## src/rtl/unified_mem_arbiter.sv

```systemverilog
`default_nettype none
`timescale 1ns/1ps
// ============================================================================
// Module      : unified_mem_arbiter
// Description : Shares one single-ported I+D memory between the CPU fetch and
//               data ports; one read outstanding, read data routed by owner.
// Revision    : 1.0 - initial release
// ============================================================================
module unified_mem_arbiter #(
    parameter int ADDR_WIDTH   = 32,
    parameter int DATA_WIDTH   = 32,
    parameter int STARVE_LIMIT = 4,
    parameter int CNT_WIDTH    = 32
) (
    input  logic                  clk,
    input  logic                  rst_n,
    input  logic                  i_req,
    input  logic [ADDR_WIDTH-1:0] i_addr,
    output logic                  i_gnt,
    output logic                  i_rvalid,
    output logic [DATA_WIDTH-1:0] i_rdata,
    input  logic                  d_req,
    input  logic [3:0]            d_wen,
    input  logic [ADDR_WIDTH-1:0] d_addr,
    input  logic [DATA_WIDTH-1:0] d_wdata,
    output logic                  d_gnt,
    output logic                  d_rvalid,
    output logic [DATA_WIDTH-1:0] d_rdata,
    output logic                  m_req,
    output logic [3:0]            m_wen,
    output logic [ADDR_WIDTH-1:0] m_addr,
    output logic [DATA_WIDTH-1:0] m_wdata,
    input  logic                  m_ready,
    input  logic                  m_rvalid,
    input  logic [DATA_WIDTH-1:0] m_rdata,
    output logic [CNT_WIDTH-1:0]  gnt_i_cnt,
    output logic [CNT_WIDTH-1:0]  gnt_d_cnt,
    output logic [CNT_WIDTH-1:0]  conflict_cnt,
    output logic                  err_spurious
);

    localparam logic [3:0] STARVE_MAX = 4'(STARVE_LIMIT);

    typedef enum logic [1:0] {
        IDLE   = 2'd0,
        WAIT_I = 2'd1,
        WAIT_D = 2'd2
    } state_t;

    state_t               state_q, state_d;
    logic [3:0]           starve_q, starve_d;
    logic [CNT_WIDTH-1:0] gnt_i_cnt_q, gnt_i_cnt_d;
    logic [CNT_WIDTH-1:0] gnt_d_cnt_q, gnt_d_cnt_d;
    logic [CNT_WIDTH-1:0] conflict_cnt_q, conflict_cnt_d;
    logic                 err_q, err_d;

    logic window;
    logic pick_d;

    // A returning read frees the memory port in the same cycle, so a new
    // request may issue alongside the rvalid.
    always_comb begin
        window   = (state_q == IDLE) || m_rvalid;
        pick_d   = d_req && !(i_req && (starve_q == STARVE_MAX));
        m_req    = rst_n && window && (i_req || d_req);
        d_gnt    = m_req && m_ready && pick_d;
        i_gnt    = m_req && m_ready && !pick_d;
        m_addr   = pick_d ? d_addr : i_addr;
        m_wen    = pick_d ? d_wen : 4'h0;
        m_wdata  = d_wdata;
        i_rvalid = rst_n && m_rvalid && (state_q == WAIT_I);
        d_rvalid = rst_n && m_rvalid && (state_q == WAIT_D);
        i_rdata  = m_rdata;
        d_rdata  = m_rdata;
    end

    always_comb begin
        state_d = state_q;
        if (i_gnt) begin
            state_d = WAIT_I;
        end else if (d_gnt) begin
            state_d = (d_wen == 4'h0) ? WAIT_D : IDLE;
        end else if (m_rvalid) begin
            state_d = IDLE;
        end

        starve_d = starve_q;
        if (i_gnt || !i_req) begin
            starve_d = 4'd0;
        end else if (d_gnt && (starve_q != STARVE_MAX)) begin
            starve_d = starve_q + 4'd1;
        end

        gnt_i_cnt_d    = gnt_i_cnt_q + {{(CNT_WIDTH-1){1'b0}}, i_gnt};
        gnt_d_cnt_d    = gnt_d_cnt_q + {{(CNT_WIDTH-1){1'b0}}, d_gnt};
        conflict_cnt_d = conflict_cnt_q
                       + {{(CNT_WIDTH-1){1'b0}}, (i_req && d_req && (i_gnt || d_gnt))};
        err_d          = err_q || (m_rvalid && (state_q == IDLE));
    end

    always_ff @(posedge clk) begin
        if (!rst_n) begin
            state_q        <= IDLE;
            starve_q       <= 4'd0;
            gnt_i_cnt_q    <= '0;
            gnt_d_cnt_q    <= '0;
            conflict_cnt_q <= '0;
            err_q          <= 1'b0;
        end else begin
            state_q        <= state_d;
            starve_q       <= starve_d;
            gnt_i_cnt_q    <= gnt_i_cnt_d;
            gnt_d_cnt_q    <= gnt_d_cnt_d;
            conflict_cnt_q <= conflict_cnt_d;
            err_q          <= err_d;
        end
    end

    assign gnt_i_cnt    = gnt_i_cnt_q;
    assign gnt_d_cnt    = gnt_d_cnt_q;
    assign conflict_cnt = conflict_cnt_q;
    assign err_spurious = err_q;

endmodule
`default_nettype wire

```

## config.mk

```make
export PLATFORM = sky130hd
export DESIGN_NAME = unified_mem_arbiter
export DESIGN_NICKNAME = d
export VERILOG_FILES = /design/src/rtl/unified_mem_arbiter.sv
export SDC_FILE = /design/constraint.sdc
export NUM_CORES = 1
export LEC_CHECK = 0
export BUFFER_PORTS_ARGS = -buffer_cell sky130_fd_sc_hd__buf_2
export CAP_MARGIN = 20
export CORE_AREA = 2 2 146 148
export CTS_CLUSTER_DIAMETER = 120
export CTS_CLUSTER_SIZE = 40
export DETAILED_ROUTE_END_ITERATION = 16
export DIE_AREA = 0 0 148 150
export PLACE_DENSITY = 0.55
export SLEW_MARGIN = 30
export SYNTH_ARGS = -nofsm -noshare
export SYNTH_HDL_FRONTEND = slang
export SYNTH_SLANG_ARGS = --single-unit
export TNS_END_PERCENT = 5
```

## constraint.sdc

```tcl
create_clock -name clk -period 5 [get_ports clk]
set_clock_uncertainty 0.2 [all_clocks]
set_input_delay 0.75 -clock clk [delete_from_list [all_inputs] [get_ports clk]]
set_output_delay 0.75 -clock clk [all_outputs]
set_load 0.01 [all_outputs]
```

# Word-level counts from Yosys, hierarchy flattened
# Cells that the tools add are included.
# word_totals
ff_bits	103
latch_bits	0
ram_bits	0
mem_bits_ro	0
memories	0
# classes
n_addsub	4
multipliers	0
div	0
order_cmp	0
eq_ne	4
shift	0
mux	6
bitwise_logic	1
reduce_logical	28
# ops
operator	count
$add 32x1->32	3
$mux 32	1
$logic_and 1x1->1	14
$mux 2	3
$logic_or 1x1->1	5
$add 4x1->4 const B	1
$eq 4x3->1 const B	1
$logic_not 4->1	1
$mux 4	1
$ne 4x3->1 const B	1
$reduce_or 2->1	2
$logic_not 1->1	3
$reduce_bool 3->1	1
$eq 2x1->1 const B	1
$eq 2x2->1 const B	1
$logic_not 2->1	1
$reduce_bool 2->1	1
$mux 1	1
$not 1->1	1

# Longest topological paths before layout
# Gate-level depths: netlist of run 1.
# depth
depth_word	9
mapped_depth	13
mapped_depth_nobuf	11

# Worst setup path after synthesis of run 1
# Ideal clock, no wire load.
# synth_path
path_kind	input-to-reg
startpoint	input rst_n
endpoint	register gnt_i_cnt_q[24] (netlist: gnt_i_cnt[24])
arrival_ns	2.993
t_required_ns	4.665
setup_slack_ns	1.672
stages	10
path_buffers	2
cell_sequence	clkbuf_1 > o2111ai_1 > nor2_1 > ha_1 > ha_1 > and3_1 > clkbuf_1 > nand4_1 > o311ai_0 > o41ai_1
# synth_via
elab_chain_len	5
# synth_lines
item	line_no	source
from (decl)	16	input logic rst_n,
$logic_and 1x1->1 (2 in a row)	65	m_req = rst_n && window && (i_req || d_req);
$logic_and 1x1->1 (2 in a row)	67	i_gnt = m_req && m_ready && !pick_d;
named net i_gnt	19	output logic i_gnt,
$add 32x1->32	94	gnt_i_cnt_d = gnt_i_cnt_q + {{(CNT_WIDTH-1){1'b0}}, i_gnt};
to (signal assigned)	112	gnt_i_cnt_q <= gnt_i_cnt_d;
to (decl)	52	logic [CNT_WIDTH-1:0] gnt_i_cnt_q, gnt_i_cnt_d;
# The timed path passes the listed nets, and every way through them passes these cells.
# A chain may end at the register's enable or synchronous reset.

# Worst setup path after layout of run 1
# layout_path
startpoint	input rst_n
endpoint	register gnt_i_cnt_q[28] (netlist: gnt_i_cnt[28])
# layout_via
elab_chain_len	5
# layout_lines
item	line_no
$logic_and 1x1->1 (2 in a row)	65
$logic_and 1x1->1 (2 in a row)	67
$add 32x1->32	94
# Several ways; a longest one is shown, not always the timed one.

==> results of run 1 <==
cells in the mapped netlist (all sizes together):
cell | count | area (sq um)
o21ai | 16 | 80.1
nand4b | 1 | 8.76
or2 | 2 | 12.5
mux2i | 8 | 80.1
nand4bb | 2 | 22.5
nor4 | 11 | 68.8
buf | 101 | 751
and2 | 9 | 56.3
o21bai | 1 | 7.51
nand4 | 30 | 194
o31ai | 27 | 203
nand3b | 1 | 7.51
clkbuf | 31 | 116
xor2 | 21 | 184
nor3 | 5 | 25.0
o21a | 4 | 30.0
and3 | 8 | 50.1
nand2b | 10 | 62.6
nor3b | 2 | 15.0
xnor2 | 14 | 123
nor2b | 1 | 6.26
nand3 | 36 | 180
inv | 21 | 78.8
or4 | 28 | 214
o211a | 1 | 10.0
nor2 | 47 | 176
o22ai | 1 | 6.26
a21oi | 46 | 230
and4 | 14 | 123
o311ai | 5 | 43.8
o211ai | 1 | 7.51
nand2 | 132 | 495
dfxtp | 103 | 2060
ha | 9 | 113
or3 | 18 | 113
o41ai | 8 | 70.1
o2111ai | 1 | 8.76
flip-flops by register name, summed over array words and instances, names as in the netlist:
signal / flops
conflict_cnt: 32
err_spurious: 1
gnt_d_cnt: 32
gnt_i_cnt: 32
starve_q: 4
state_q: 2
logic make-up after synthesis:
family	after synthesis
and+or+nand+nor	357
buffers and inverters	153
AOI/OAI and AO/OA	111
DFF	103
xor gates and xnor gates	35
adders and majority gates	9
muxes	8
layout make-up:
class                   instances  area [sq um]
diodes                          2          5.00
clock buffers                  10           229
clock inverters                 6          67.6
fillers                      2229         13800
inverters                      21          78.8
multi-input cells             520          3030
flip-flops and latches        103          2060
well taps                     275           344
repair buffers                215          1090
cells in the final DEF, fill, tap and decap left out, types with 2 or more instances in the layout:
| master | Yosys | layout |
|---|---|---|
| or3_1 | 18 | 18 |
| nand4bb_1 | 2 | 2 |
| nand2_1 | 132 | 132 |
| xor2_1 | 21 | 21 |
| nand4_1 | 29 | 29 |
| o21a_1 | 4 | 4 |
| clkinv_2 | 0 | 2 |
| o31ai_1 | 27 | 27 |
| inv_1 | 20 | 20 |
| or2_2 | 2 | 2 |
| and2_1 | 9 | 9 |
| and3_1 | 8 | 8 |
| nor4_1 | 11 | 11 |
| diode_2 | 0 | 2 |
| clkbuf_16 | 0 | 9 |
| a21oi_1 | 46 | 46 |
| or4_1 | 27 | 27 |
| nand3_1 | 36 | 36 |
| o311ai_0 | 5 | 5 |
| xnor2_1 | 14 | 14 |
| dfxtp_1 | 103 | 103 |
| o21ai_0 | 15 | 15 |
| nor3b_1 | 2 | 2 |
| buf_2 | 3 | 211 |
| nand2b_1 | 10 | 10 |
| mux2i_1 | 8 | 8 |
| ha_1 | 9 | 9 |
| o41ai_1 | 8 | 8 |
| and4_1 | 14 | 14 |
| buf_4 | 96 | 3 |
| nor2_1 | 47 | 47 |
| nor3_1 | 5 | 5 |
metrics by stage:
| stage | total power [mW] | hold WS, ps | std cells | utilization [%] | area [sq um] |
|---|---|---|---|---|---|
| floorplan | 0.986 | 267 | 776 | - | 6030 |
| global placement | 0.987 | 251 | 1133 | 31.9 | 6590 |
| detailed placement | 0.988 | 269 | 1133 | 31.9 | 6590 |
| CTS | 1.72 | 290 | 1149 | 33.3 | 6890 |
| global route | 1.77 | 312 | 1152 | 33.4 | 6910 |
| finish | 1.69 | 287 | 1152 | 33.4 | 6910 |
layer usage:
layer  up-vias  global-route usage, %  wire (um)
li1       2832                      -          -
met1      2508                   18.4       7610
met2       207                   25.4       8580
met3        31                   4.60       1310
met4         0                   6.90        607
met5         -                      0          0
final timing paths:
kind / startpoint / to
max: rst_n / gnt_i_cnt[28]
min: gnt_i_cnt[31] / gnt_i_cnt[31]
max reg2reg: starve_q[0] / gnt_i_cnt[28]
min reg2reg: gnt_i_cnt[31] / gnt_i_cnt[31]
tightest hold or removal path: stages, from the launching register on:
cell and delay, ps:
dfxtp_1 320, o31ai_1 60, a21oi_1 60
power groups by stage:
stage                     Combinational [mW]  Sequential, mW  Clock (mW)
final                                  0.141           0.824       0.723
after global routing                   0.158           0.824       0.787
after CTS                              0.145           0.824       0.754
after detailed placement               0.145           0.843           0
after global placement                 0.144           0.843           0
after floorplan                        0.143           0.844           0
==> summary.txt, run 1 <==
Status
  • Status: complete, no violations

STA
  • Setup violators final: 0
  • Worst slew pin tran: around 860 ps
  • Crit path time final: 3610 ps
  • Period utilization: ~72%
  • Worst rel slew slack: 42.6%
  • Final Hold Fails: 0
  • Unrepaired setup endpoints after global routing: false
  • Post-route setup slack: ~1400 ps
  • Setup TNS: 0 ps
  • Fmax: ~280 MHz
  • Fin. max-slew vios: 0

Place
  • Hpwl dp: about 14000 um
  • DP Worst Slack: slightly above 1000 ps
  • Port-buffer cells: ~210
  • GPL Wtd Cong: 0.770

Synth
  • Yosys warns: 0
  • Seq/Total Area, Yosys: between 30% and 40%
  • Adder-cell share of the synthesized area: 1.87%
  • Syn nets: 923
  • Largest family of logic cells by synthesized area: simple AND/OR/NAND/NOR gates
  • Synthesized area: just over 6000 sq um
  • Compound-Gate Fraction of Synth Area: approximately 12%
  • Post-synthesis register bit count: a little over 100
  • Mux contribution to synthesized area: roughly 1.3%
  • Cell variety after synth: 44
  • Syn avg cell area: 7.78 sq um
  • Cells after synthesis: roughly 780
  • XOR/XNOR Fraction of Synth Area: about 5.1%
  • Synth Area in Simple Gates: a little under a third

Clocking
  • Worst-Skew Late Latency: about 350 ps
  • Bufs on Longest Clock Path: 2
  • Setup Fix Bufs, Post-CTS: 0
  • Clk root buf: clkbuf_16
  • CTS Buf Count: 9
  • CTS tree: yes
  • PostCTS Resize Cnt: 0
  • H-tree depth: 3
  • Clk sinks: between 100 and 150
  • Worst-path clk slew: about 70 ps
  • Post-CTS Hold Buffers: 0

Die
  • Die area: 22200 sq um
  • Die Y-Extent: approximately 150 um
  • Core ar.: about 21000 sq um
  • Initial Utilization: roughly 29%
  • I/O pin total: about 370
  • Die X: between 100 and 150 um
  • Num rows: 53

Layout
  • Nets@finish: between 1000 and 1500
  • Layout cells sized above 1: a little over a quarter
  • Area Overhead vs Synth: 14.5%

Pwr
  • Gate power share: 8.4%
  • P_sw: around 420 uW
  • P_leak: between 2 and 3 nW
  • Pwr dens: between 200 and 250 nW/um^2
  • Clock group share of total power: between 40% and 50%
  • VDD IR-drop max: ~110 uV
  • Switch share: approximately a quarter
  • P_int: between 1 and 1.5 mW
  • Register share of total power: 48.8%

Worst setup path
  • Worst EP required: 5020 ps
  • Most used cell, CP: ha_1
  • Critical path's slowest cell: buf_2
  • Worst Setup Path Type: input pin to flop
  • Critical-path cell list: buf_2 > o2111ai_1 > nor2_1 > ha_1 > ha_1 > and3_1 > nand4_1 > o311ai_0 > o41ai_1
  • Critical Path Sink Type: flop
  • Buffers plus inverters on the worst setup path: 1
  • CP max stage delay: 540 ps
  • CP startpoint kind: input pin
  • Top delay family on crit path: simple AND/OR/NAND/NOR gates
  • Crit path max fanout: 38
  • Reg2reg setup slack: 1540 ps
  • Crit path DAT: about 3600 ps
  • CP Depth: 9
  • R2r worst-path depth: 12

Detailed routing
  • Detail Route Antenna Nets: 0
  • Initial drt markers: approximately 220
  • WL/cell: approximately 16 um
  • DR pass1 iterations: 4
  • Vias per cell: 4.84
  • Vias: roughly 5600
  • DRC Markers: 0
  • WL final: 18100 um

Global routing
  • Total global routing overflow: 0
  • GRT Total Usage: between 15 and 20%
  • Largest net degree at the start of global routing: between 40 and 50
  • Global-route wire length before repair: approximately 27000 um
  • Initial antenna violation count: 2
  • Vias in the first global route: around 4900

Hold path
  • Hold depth: 2
  • Hold Crit Class: flop to flop

Job
  • Max-cap violations: 0
(Power assumes the default switching activity.)
==> run 2: changes to the inputs <==
Settings changed: ABC_AREA set to 1, CORE_AREA 2 2 146 148 to 2 2 145 147, DIE_AREA 0 0 148 150 to 0 0 147 149, PLACE_DENSITY 0.55 to 0.59.
Clock period 5 ns to 3.4 ns, I/O delays scaled along.
==> run 2 against run 1 <==
Effect of this change: non-clock buffer count shrank 1; critical path type is now flop to primary output; clock-buffer cell count grew 1; global-route usage grew 1.5 points; flip-flop and latch count is the same; highest routed layer unchanged; final cell count grew 19%.
==> summary.txt, run 2 <==
Clocking
  • Clk root buf: clkbuf_16
  • Post-CTS Hold Buffers: 0 (unchanged)
  • Clk sinks: 103 (unchanged)
  • Worst-path clk slew: 70 ps (about the same)
  • Worst-Skew Late Latency: 360 ps (about the same)
  • Setup Fix Bufs, Post-CTS: 0 (unchanged)
  • Bufs on Longest Clock Path: 2 (unchanged)
  • H-tree depth: 3 (unchanged)
  • CTS Buf Count: 9 (unchanged)
  • CTS tree: yes
  • PostCTS Resize Cnt: 0 (unchanged)

Synth
  • Most numerous cell in the Yosys netlist: nand2_1
  • Synth area leader: dfxtp_1
  • Cells after synthesis: 978 (+26%)
  • Synthesized area: 6660 sq um (+10%)
  • Ys async rst share: 0% (unchanged)
  • Cell variety after synth: 30 (-32%)
  • Area contributors post-synth: dfxtp_1 31%, nand2_1 15%, buf_4 11%, nor2_1 9.0%, a21oi_1 5.5%
  • Primary FF master, synth: dfxtp_1
  • Leading cell types by count after synthesis: 258 x nand2_1, 160 x nor2_1, 103 x dfxtp_1
  • Syn avg cell area: 6.81 sq um (-12%)
  • Seq/Total Area, Yosys: 30.9% (-3.2 points)
  • Post-synth EDFFs: 0 (unchanged)
  • Yosys warns: 0 (unchanged)
  • Syn nets: 1125 (+22%)
  • Post-synthesis register bit count: 103 (unchanged)
  • Post-synth top area share: 30.9% (-3.2 points)

Pwr
  • Pwr dens: 323 nW/um^2 (+32%)
  • P_leak: 2.98 nW (+0.14%)
  • PnR Total Power: 2.44 mW (+45%)
  • VDD IR-drop max: 214 uV (+87%)

Die
  • I/O pin total: 372 (unchanged)
  • Num rows: 53 (unchanged)
  • Die area: 21900 sq um (-1.3%)
  • Initial Utilization: 32.4% (+3.2 points)
  • Core ar.: 20600 sq um (-0.64%)
  • Die X: 147 um (-0.68%)
  • Die Y-Extent: 149 um (-0.67%)

Detailed routing
  • DRC Markers: 0 (unchanged)
  • DR pass1 iterations: 4 (unchanged)
  • WL/cell: 13.8 um (-12%)
  • Detail Route Antenna Nets: 0 (unchanged)
  • Vias per cell: 4.58 (-5.4%)
  • WL final: 18900 um (+4.2%)
  • Vias: 6278 (+13%)
  • Initial drt markers: 384 (+71%)

STA
  • Worst hold slack: 253 ps (-33.6 ps)
  • Worst slew pin tran: 802 ps (-58.8 ps)
  • Post-route setup slack: 566 ps (-824 ps)
  • Unrepaired setup endpoints after global routing: false
  • Crit path time final: 2830 ps
  • Worst rel slew slack: 46.6% (+4.0 points)
  • Setup TNS: 0 ps (unchanged)
  • Fmax: between 300 and 400 MHz
  • Period utilization: 83.4%
  • Final Hold Fails: 0 (unchanged)
  • Setup violators final: 0 (unchanged)
  • Fin. max-slew vios: 0 (unchanged)

Hold path
  • Hold depth: 4 (+2)
  • Hold Crit Class: input pin to flop

Global routing
  • Initial antenna violation count: 1 (-1)
  • Largest net degree at the start of global routing: 68 (+42%)
  • Total global routing overflow: 0 (unchanged)
  • GRT Total Usage: 16.9% (+1.5 points)
  • Vias in the first global route: 5725 (+16%)
  • Global-route wire length before repair: 29300 um (+8.7%)

Place
  • Port-buffer cells: 211 (unchanged)
  • DP Worst Slack: 448 ps (-581 ps)
  • Placed cell area: 7280 sq um (+10%)
  • Hpwl dp: 14700 um (+4.9%)
  • GPL Wtd Cong: 0.858 (+11%)
  • Placed Cells: 1355 (+20%)

Layout
  • Fin cells: 1371 (+19%)
  • Area Overhead vs Synth: 13.4%
  • Final core utilization: 36.8% (+3.4 points)
  • Highest-count cells in the layout ignoring fill and taps: 258 x nand2_1, 211 x buf_2, 160 x nor2_1
  • Nets@finish: 1238 (+22%)
  • Layout cells sized above 1: 27.5% (+0.52 points)
  • Commonest non-fill, non-tap cell in the layout: nand2_1
  • Fin area: 7560 sq um (+9.4%)

Job
  • Max-cap violations: 0 (unchanged)

Worst setup path
  • Worst EP required: 2690 ps (-2330 ps)
  • R2r worst-path depth: 14 (+2)
  • Reg2reg setup slack: 700 ps (-840 ps)
  • Critical Path Sink Type: primary output
  • Crit path max fanout: 36 (-5.3%)
  • CP startpoint kind: flop
  • Worst reg2reg path endpoint: gnt_i_cnt[28]
  • Critical path origin: starve_q[0]
  • CP endpoint: m_addr[28]
  • Worst Setup Path Type: flop to primary output
  • RR Startpoint: state_q[0]
  • Crit path DAT: 2120 ps (-1510 ps)

Status
  • Status: complete, no violations
-- run 2: worst min path at each step --
stage	slack (ps)	end	from
after global placement	260	starve_q[3]	starve_q[3]
after detailed placement	260	err_spurious	err_spurious
after CTS	230	state_q[0]	m_rvalid
final	250	state_q[1]	m_rvalid
after global routing	280	state_q[1]	m_rvalid
after floorplan	240	starve_q[3]	starve_q[3]
-- run 2: metal layers --
| layer | share of wire, % | wire length [um] | vias to the layer above | GRT usage, % |
|---|---|---|---|---|
| met1 | 45 | 8500 | 2807 | 21.5 |
| met4 | 3.3 | 629 | 0 | 8.03 |
| met2 | 45 | 8550 | 179 | 27.8 |
| met3 | 6.3 | 1190 | 48 | 3.18 |
| met5 | 0 | 0 | - | 0 |
| li1 | - | - | 3244 | - |
-- run 2: layout make-up --
cell class / instances / area [sq um]
fillers: 2219 / 13000
well taps: 275 / 344
multi-input cells: 690 / 3520
diodes: 1 / 2.50
clock inverters: 4 / 36.3
flip-flops and latches: 103 / 2060
clock buffers: 11 / 243
inverters: 73 / 274
repair buffers: 214 / 1080
-- run 2: kinds of logic after synthesis --
logic type	synth area share, %
adder cells (fa/ha/maj)	1.69
multiplexers	5.41
XOR/XNOR	2.10
buffers and inverters	16.3
AND/OR/NAND/NOR	35.3
AO/OA/AOI/OAI	8.34
flip-flops	30.9
-- run 2: power breakdown --
part / internal [mW] / total [mW] / switching (mW)
Clock: 0.525 / 1.04 / 0.515
Combinational: 0.0927 / 0.192 / 0.0990
Sequential: 1.21 / 1.21 / 0.00262
-- run 2: critical path: stages (launching register included) --
cell and delay (ps):
dfxtp_1 340, inv_1 80, ha_1 160, nand4_1 90, nand2_1 130, buf_4 400, mux2_2 400, buf_2 140
